**config.mk**
```make
export PLATFORM = sky130hd
export DESIGN_NAME = ddr4_cmd_sequencer
export DESIGN_NICKNAME = d
export VERILOG_FILES = /design/src/rtl/ddr4_cmd_sequencer.sv
export SDC_FILE = /design/constraint.sdc
export NUM_CORES = 2
export LEC_CHECK = 0
export BUFFER_PORTS_ARGS = -buffer_cell sky130_fd_sc_hd__buf_2
export CAP_MARGIN = 20
export CELL_PAD_IN_SITES_DETAIL_PLACEMENT = 1
export CELL_PAD_IN_SITES_GLOBAL_PLACEMENT = 1
export CORE_AREA = 10 10 545 547
export DETAILED_ROUTE_END_ITERATION = 16
export DIE_AREA = 0 0 555 557
export PLACE_DENSITY = 0.56
export SYNTH_ARGS = -nofsm -noshare
export SYNTH_HDL_FRONTEND = slang
export SYNTH_SLANG_ARGS = --single-unit
```
**constraint.sdc**
```tcl
create_clock -name ck_t -period 5.7 [get_ports ck_t]
set_clock_uncertainty 0.2 [all_clocks]
set_input_delay 0.285 -clock ck_t [delete_from_list [all_inputs] [get_ports ck_t]]
set_output_delay 0.285 -clock ck_t [all_outputs]
set_load 0.1 [all_outputs]
```
**src/rtl/ddr4_cmd_sequencer.sv**
```systemverilog
// ddr4_cmd_sequencer: closed-page DDR4 command sequencer (ACT -> WR/RD -> PRE)
// with write-burst drive and read-burst capture, one transaction at a time.
// Optional in-DRAM RowClone (ACT src, ACT dst, PRE) is built when the
// ROWCLONE_EN macro is defined; otherwise op 11 is rejected like op 00.
module ddr4_cmd_sequencer #(
  parameter int unsigned CHIPS        = 18,
  parameter int unsigned DEVICE_WIDTH = 4,
  parameter int unsigned BGWIDTH      = 2,
  parameter int unsigned BAWIDTH      = 2,
  parameter int unsigned ADDRWIDTH    = 17,
  parameter int unsigned COLWIDTH     = 10,
  parameter int unsigned BL           = 8,
  parameter int unsigned TRCD         = 15,
  parameter int unsigned TCL          = 15,
  parameter int unsigned TCWL         = 12,
  parameter int unsigned TRAS         = 32,
  parameter int unsigned TWR          = 16,
  parameter int unsigned TRP          = 15
) (
  input  logic                                 ck_t,
  input  logic                                 reset_n,
  input  logic                                 req_valid,
  output logic                                 req_ready,
  input  logic [1:0]                           req_op,
  input  logic [BGWIDTH-1:0]                   req_bg,
  input  logic [BAWIDTH-1:0]                   req_ba,
  input  logic [ADDRWIDTH-1:0]                 req_row,
  input  logic [COLWIDTH-1:0]                  req_col,
  input  logic [ADDRWIDTH-1:0]                 req_dst_row,
  input  logic [DEVICE_WIDTH*CHIPS*BL-1:0]     req_wdata,
  output logic                                 rd_valid,
  output logic [DEVICE_WIDTH*CHIPS*BL-1:0]     rd_data,
  output logic                                 done,
  output logic                                 err,
  output logic                                 cs_n,
  output logic                                 act_n,
  output logic [ADDRWIDTH-1:0]                 A,
  output logic [BGWIDTH-1:0]                   bg,
  output logic [BAWIDTH-1:0]                   ba,
  output logic [DEVICE_WIDTH*CHIPS-1:0]        dq_out,
  output logic                                 dq_oe,
  input  logic [DEVICE_WIDTH*CHIPS-1:0]        dq_in,
  output logic [CHIPS-1:0]                     dqs_t,
  output logic [CHIPS-1:0]                     dqs_c
);

  function automatic int unsigned max2(input int unsigned a, input int unsigned b);
    return (a > b) ? a : b;
  endfunction

  localparam int unsigned DQWIDTH  = DEVICE_WIDTH * CHIPS;
  localparam int unsigned BURSTW   = DQWIDTH * BL;
  localparam int unsigned WAIT_MAX = max2(max2(max2(TRCD, TCL), max2(TCWL, TWR)), TRP);
  localparam int unsigned WAIT_W   = $clog2(WAIT_MAX + 1);
  localparam int unsigned RAS_W    = $clog2(TRAS + 1);
  localparam int unsigned BEAT_W   = (BL > 1) ? $clog2(BL) : 1;

  localparam logic [1:0] OP_WR = 2'b01;
  localparam logic [1:0] OP_RD = 2'b10;
`ifdef ROWCLONE_EN
  localparam logic [1:0] OP_RC = 2'b11;
`endif

  typedef enum logic [3:0] {
    S_IDLE,
    S_ACT,
    S_WAIT_RCD,
    S_CAS,
    S_WAIT_LAT,
    S_DATA,
    S_WAIT_WR,
    S_PRE,
    S_WAIT_RP
`ifdef ROWCLONE_EN
    ,
    S_RC_ACT2,
    S_WAIT_RC
`endif
  } state_t;

  state_t                r_state;
  logic [1:0]            r_op;
  logic [ADDRWIDTH-1:0]  r_row;
  logic [COLWIDTH-1:0]   r_col;
  logic [BURSTW-1:0]     r_wdata;
  logic [BURSTW-1:0]     r_rd_buf;
  logic [WAIT_W-1:0]     r_wait;
  logic [RAS_W-1:0]      r_ras_cnt;
  logic [BEAT_W-1:0]     r_beat;
  logic                  r_rd_pend;
  logic                  r_err_pend;
`ifdef ROWCLONE_EN
  logic [ADDRWIDTH-1:0]  r_dst_row;
`else
  logic                  w_unused_dst;
  assign w_unused_dst = ^req_dst_row;
`endif

  logic                  w_accept;
  logic                  w_op_ok;
  logic                  w_ras_ok;
  logic                  w_last_beat;
  logic [WAIT_W-1:0]     w_lat_m1;
  logic                  w_lat_one;
  logic [ADDRWIDTH-1:0]  w_cas_a;
  logic [ADDRWIDTH-1:0]  w_pre_a;

  assign w_accept    = req_valid && req_ready;
  assign w_ras_ok    = (r_ras_cnt == '0);
  assign w_last_beat = (r_beat == BEAT_W'(BL - 1));
  assign w_lat_m1    = (r_op == OP_WR) ? WAIT_W'(TCWL - 1) : WAIT_W'(TCL - 1);
  assign w_lat_one   = (w_lat_m1 == '0);
  assign w_cas_a     = ADDRWIDTH'({(r_op == OP_WR) ? 3'b100 : 3'b101, 14'b0}) | ADDRWIDTH'(r_col);
  assign w_pre_a     = ADDRWIDTH'(17'h08000);

  // Supported-op decode; RowClone only counts as valid when built in
  always_comb begin
    w_op_ok = (req_op == OP_WR) || (req_op == OP_RD);
`ifdef ROWCLONE_EN
    if (req_op == OP_RC) w_op_ok = 1'b1;
`endif
  end

  // Sequencer FSM with registered pin/handshake outputs
  always_ff @(posedge ck_t or negedge reset_n) begin
    if (!reset_n) begin
      r_state    <= S_IDLE;
      r_op       <= 2'b00;
      r_row      <= '0;
      r_col      <= '0;
      r_wdata    <= '0;
      r_rd_buf   <= '0;
      r_wait     <= '0;
      r_ras_cnt  <= '0;
      r_beat     <= '0;
      r_rd_pend  <= 1'b0;
      r_err_pend <= 1'b0;
`ifdef ROWCLONE_EN
      r_dst_row  <= '0;
`endif
      req_ready  <= 1'b1;
      rd_valid   <= 1'b0;
      rd_data    <= '0;
      done       <= 1'b0;
      err        <= 1'b0;
      cs_n       <= 1'b1;
      act_n      <= 1'b1;
      A          <= '0;
      bg         <= '0;
      ba         <= '0;
      dq_out     <= '0;
      dq_oe      <= 1'b0;
      dqs_t      <= '0;
      dqs_c      <= '1;
    end else begin
      cs_n     <= 1'b1;
      act_n    <= 1'b1;
      A        <= '0;
      dq_out   <= '0;
      dq_oe    <= 1'b0;
      dqs_t    <= '0;
      dqs_c    <= '1;
      rd_valid <= 1'b0;
      done     <= 1'b0;
      err      <= 1'b0;

      // tRAS timer runs on its own from the most recent ACT
      if (r_ras_cnt != '0) r_ras_cnt <= r_ras_cnt - RAS_W'(1);

      // Publish the captured burst the cycle after its last beat
      if (r_rd_pend) begin
        rd_valid  <= 1'b1;
        rd_data   <= r_rd_buf;
        r_rd_pend <= 1'b0;
      end

      case (r_state)
        S_IDLE: begin
          if (r_err_pend) begin
            err        <= 1'b1;
            req_ready  <= 1'b1;
            r_err_pend <= 1'b0;
          end else if (w_accept) begin
            r_op      <= req_op;
            r_row     <= req_row;
            r_col     <= req_col;
            r_wdata   <= req_wdata;
`ifdef ROWCLONE_EN
            r_dst_row <= req_dst_row;
`endif
            bg        <= req_bg;
            ba        <= req_ba;
            req_ready <= 1'b0;
            if (w_op_ok) r_state <= S_ACT;
            else         r_err_pend <= 1'b1;
          end
        end

        S_ACT: begin
          cs_n      <= 1'b0;
          act_n     <= 1'b0;
          A         <= r_row;
          r_ras_cnt <= RAS_W'(TRAS - 1);
`ifdef ROWCLONE_EN
          if (r_op == OP_RC) begin
            if (TRAS > 1) r_state <= S_WAIT_RC;
            else          r_state <= S_RC_ACT2;
          end else
`endif
          if (TRCD == 1) begin
            r_state <= S_CAS;
          end else begin
            r_wait  <= WAIT_W'(TRCD - 1);
            r_state <= S_WAIT_RCD;
          end
        end

        S_WAIT_RCD: begin
          r_wait <= r_wait - WAIT_W'(1);
          if (r_wait == WAIT_W'(1)) r_state <= S_CAS;
        end

        S_CAS: begin
          cs_n   <= 1'b0;
          A      <= w_cas_a;
          r_beat <= '0;
          if (w_lat_one) begin
            r_state <= S_DATA;
          end else begin
            r_wait  <= w_lat_m1;
            r_state <= S_WAIT_LAT;
          end
        end

        S_WAIT_LAT: begin
          r_wait <= r_wait - WAIT_W'(1);
          if (r_wait == WAIT_W'(1)) r_state <= S_DATA;
        end

        S_DATA: begin
          if (r_op == OP_WR) begin
            dq_out <= r_wdata[r_beat*DQWIDTH +: DQWIDTH];
            dq_oe  <= 1'b1;
            dqs_t  <= '1;
            dqs_c  <= '0;
          end else begin
            r_rd_buf[r_beat*DQWIDTH +: DQWIDTH] <= dq_in;
          end
          if (w_last_beat) begin
            r_beat <= '0;
            if (r_op == OP_WR) begin
              if (TWR == 0) begin
                r_state <= S_PRE;
              end else begin
                r_wait  <= WAIT_W'(TWR);
                r_state <= S_WAIT_WR;
              end
            end else begin
              r_rd_pend <= 1'b1;
              r_state   <= S_PRE;
            end
          end else begin
            r_beat <= r_beat + BEAT_W'(1);
          end
        end

        S_WAIT_WR: begin
          r_wait <= r_wait - WAIT_W'(1);
          if (r_wait == WAIT_W'(1)) r_state <= S_PRE;
        end

        S_PRE: begin
          if (w_ras_ok) begin
            cs_n <= 1'b0;
            A    <= w_pre_a;
            done <= 1'b1;
            if (TRP == 0) begin
              req_ready <= 1'b1;
              r_state   <= S_IDLE;
            end else begin
              r_wait  <= WAIT_W'(TRP);
              r_state <= S_WAIT_RP;
            end
          end
        end

        S_WAIT_RP: begin
          r_wait <= r_wait - WAIT_W'(1);
          if (r_wait == WAIT_W'(1)) begin
            req_ready <= 1'b1;
            r_state   <= S_IDLE;
          end
        end

`ifdef ROWCLONE_EN
        S_WAIT_RC: begin
          if (r_ras_cnt <= RAS_W'(1)) r_state <= S_RC_ACT2;
        end

        S_RC_ACT2: begin
          cs_n      <= 1'b0;
          act_n     <= 1'b0;
          A         <= r_dst_row;
          r_ras_cnt <= RAS_W'(TRAS - 1);
          r_state   <= S_PRE;
        end
`endif

        default: r_state <= S_IDLE;
      endcase
    end
  end

endmodule
```
==> flow_summary.json <==
{
  "rsz0062_at_grt": "no",
  "m1WireLength_um": 157000,
  "crit_fanout": 54,
  "synth_warnings": 0,
  "clock_sinks": 1878,
  "final_common_cell": "dfrtp_1",
  "placed_area_um2": 93500,
  "gp_congestion": 0.925,
  "wl_um": 424000,
  "wl_met2_um": 207000,
  "rows": 197,
  "max_cap_viol_count": 0,
  "clock.fmax_ghz": 0.184,
  "timing.rr.start": "r_beat[1]",
  "tightestPinTransition_ps": 1250,
  "ys_types": 99,
  "slew_headroom_pct": 15.8,
  "seq_area_frac_synth_pct": 57.6,
  "vias": 66300,
  "cts_tree": "built",
  "dr_wl_met3_um": 31000,
  "ant_nets": 0,
  "min_period_over_period_pct": 95.2,
  "setup_viol": 0,
  "endpoint": "r_rd_buf[3]",
  "grt_pass1_wl_um": 580000,
  "cts-buffers-inserted": 216,
  "synth_fa_ha_area_share_pct": 0.184,
  "cts.path.max_buffers": 4,
  "coreArea_um2": 286000,
  "maxSlewViolCount": 0,
  "max_stage_delay_ps": 760,
  "clk_latency_ps": 920,
  "synthXorXnorAreaFrac_pct": 0.0628,
  "drtPass1Iterations": 5,
  "post-route-min-period_ps": 5430,
  "postSynth.asyncResetShare_pct": 100,
  "fin_nets": 9368,
  "arrival_ps": 5990,
  "crit_required_ps": 6260,
  "synth_area_per_cell_um2": 13.4,
  "grt_pass1_vias": 71900,
  "initial_utilization_pct": 28.5,
  "rrSetupSlack_ps": 270,
  "cp-startpoint": "r_beat[1]",
  "grt_start_max_net_pins": 166,
  "die_y_um": 557,
  "synth_top_family_by_area": "multiplexers",
  "grt_usage_pct": 26.1,
  "yosys.area_share.simple_pct": 5.28,
  "fin_tns_setup_ps": 0,
  "critPathKind": "register to register",
  "critPathLaunchType": "register",
  "detail_route.wl_per_cell_um": 33.2,
  "path_clk_slew_ps": 60,
  "hpwl_um": 306000,
  "num_io_pins": 1413,
  "die_w_um": 555,
  "hold_path.class": "input port to async pin",
  "power_density_nw_per_um2": 548,
  "status": "complete, no violations",
  "drive_gt1_share_pct": 41.5,
  "critPathMostFrequentCell": "dlygate4sd3_1",
  "drtIter0Drc": 5238,
  "synth_compound_area_share_pct": 8.82,
  "rr_endpoint": "r_rd_buf[3]",
  "synth_ff_type": "dfrtp_1",
  "synth_cells": 6099,
  "crit_slowest_cell": "ha_4",
  "r2r_cells": 13,
  "final_cell_mix": "1870 x dfrtp_1, 1440 x mux2_2, 1394 x buf_2, 1165 x dlygate4sd3_1, 402 x nand2_1",
  "ctsResizeCount": 0,
  "die-area_um2": 309000,
  "via_per_inst": 5.20,
  "drc_errors": 0,
  "grt_antenna_before_repair": 186,
  "leakage_nw": 52.7,
  "crit_chain": "inv_1 > ha_4 > inv_1 > ha_4 > buf_4 > mux2i_1 > dlygate4sd3_1 > nor2_1 > a31oi_1 > dlygate4sd3_1 > o221ai_1 > dlygate4sd3_1 > o21a_1",
  "cts-root-buf": "clkbuf_16",
  "synth_edf_count": 0,
  "ys_ff_latch": 1878,
  "port_buffers": 1395,
  "stdcell_area_um2": 113000,
  "syn_nets": 6812,
  "endpoint_kind": "register",
  "synth_area_um2": 81600,
  "hold_viol": 0,
  "grt_overflow_total": 0,
  "htree_num_levels": 4,
  "synthMuxAreaShare_pct": 25.3,
  "area_growth_syn_to_layout_pct": 38.3,
  "irDropWorstVdd_mv": 0.523,
  "maxUsedRoutingLayer": "met5"
}
==> what timing repair did <==
| item | CTS | global route |
|---|---|---|
| setup buffers | 0 | 0 |
| hold buffers | 1165 | 1 |
| hold endpoints to repair | 1073 | 1 |
==> state kept, by name (all words and copies together) (netlist names), 2 cells and up <==
name,cells
r_op,2
r_beat,3
A,17
r_rd_buf,576
rd_data,576
r_row,17
bg,2
r_wdata,576
r_state,4
ba,2
r_wait,5
r_ras_cnt,6
r_col,10
dq_out,72
==> through the flow <==
stage	setup slack, ps	std cells	total power [W]	utilization, %	hold WS [ps]
final	272	12700	0.0619	39.4	46.9
after global placement	954	11000	0.0452	32.6	176
after detailed placement	958	11100	0.0457	32.6	170
after floorplan	711	6099	0.0337	-	-211
after CTS	390	12600	0.0613	39.3	0.0392
after global routing	63.8	12700	0.0640	39.4	14.6
==> how the worst min path moves through the flow <==
stage / startpoint / end / slack (ps) / cells past startpoint
6_report: reset_n / rd_data[381] / 50 / 3
3_3_place_gp: reset_n / r_rd_buf[124] / 180 / 1
2_1_floorplan: reset_n / A[0] / -210 / 0
5_1_grt: req_wdata[445] / r_wdata[445] / 10 / 3
4_1_cts: reset_n / cs_n / 0.04 / 2
3_5_place_dp: reset_n / r_rd_buf[125] / 170 / 1
==> final cells by class <==
type                    instances  area (um2)
well taps                    3781        4730
diodes                        144         360
flip-flops and latches       1878       47000
inverters                      35         136
repair buffers               2804       20800
fillers                     30400      174000
clock inverters                61         807
clock buffers                 326        6500
multi-input cells            3720       32500
==> layer usage <==
| layer | vias to the layer above | global-route usage, % |
|---|---|---|
| met5 | - | 0 |
| met4 | 68 | 14.3 |
| met3 | 985 | 7.17 |
| met2 | 2802 | 44.8 |
| met1 | 34900 | 29.5 |
| li1 | 27600 | - |
==> kinds of logic after synthesis <==
family          after synthesis
xor+xnor                      5
simple gates                921
buf+inv                     501
mux                        1692
flops                      1878
fa+ha+maj                    12
compound gates             1090
==> critical path: cells and delay by family, from the launching register on <==
family,cells,cell delay (ps)
compound gates,3,360
flops,1,470
simple gates,1,50
buf+inv,6,2830
fa+ha+maj,2,1070
mux,1,240
==> Yosys cell counts, drive strengths merged, types with 55 or more instances <==
cell type  instances  area, um2
o21ai            302       1520
mux4             150       3380
nand3             55        285
nor3              70        382
nand2            404       1520
clkbuf           267       1000
mux2i            102       1050
mux2            1440      16200
buf              199       1140
nor2             198        746
a21oi            240       1240
dfrtp           1874      46900
a22o             106        928
a31oi            118        753
==> where the power goes <==
group | switching [W] | internal [W] | total (W)
clock | 0.00603 | 0.00846 | 0.0145
combinational | 0.0185 | 0.00909 | 0.0276
sequential | 0.00281 | 0.0170 | 0.0198
total | 0.0274 | 0.0345 | 0.0619
Note: power is estimated with default switching activity, not from simulation.
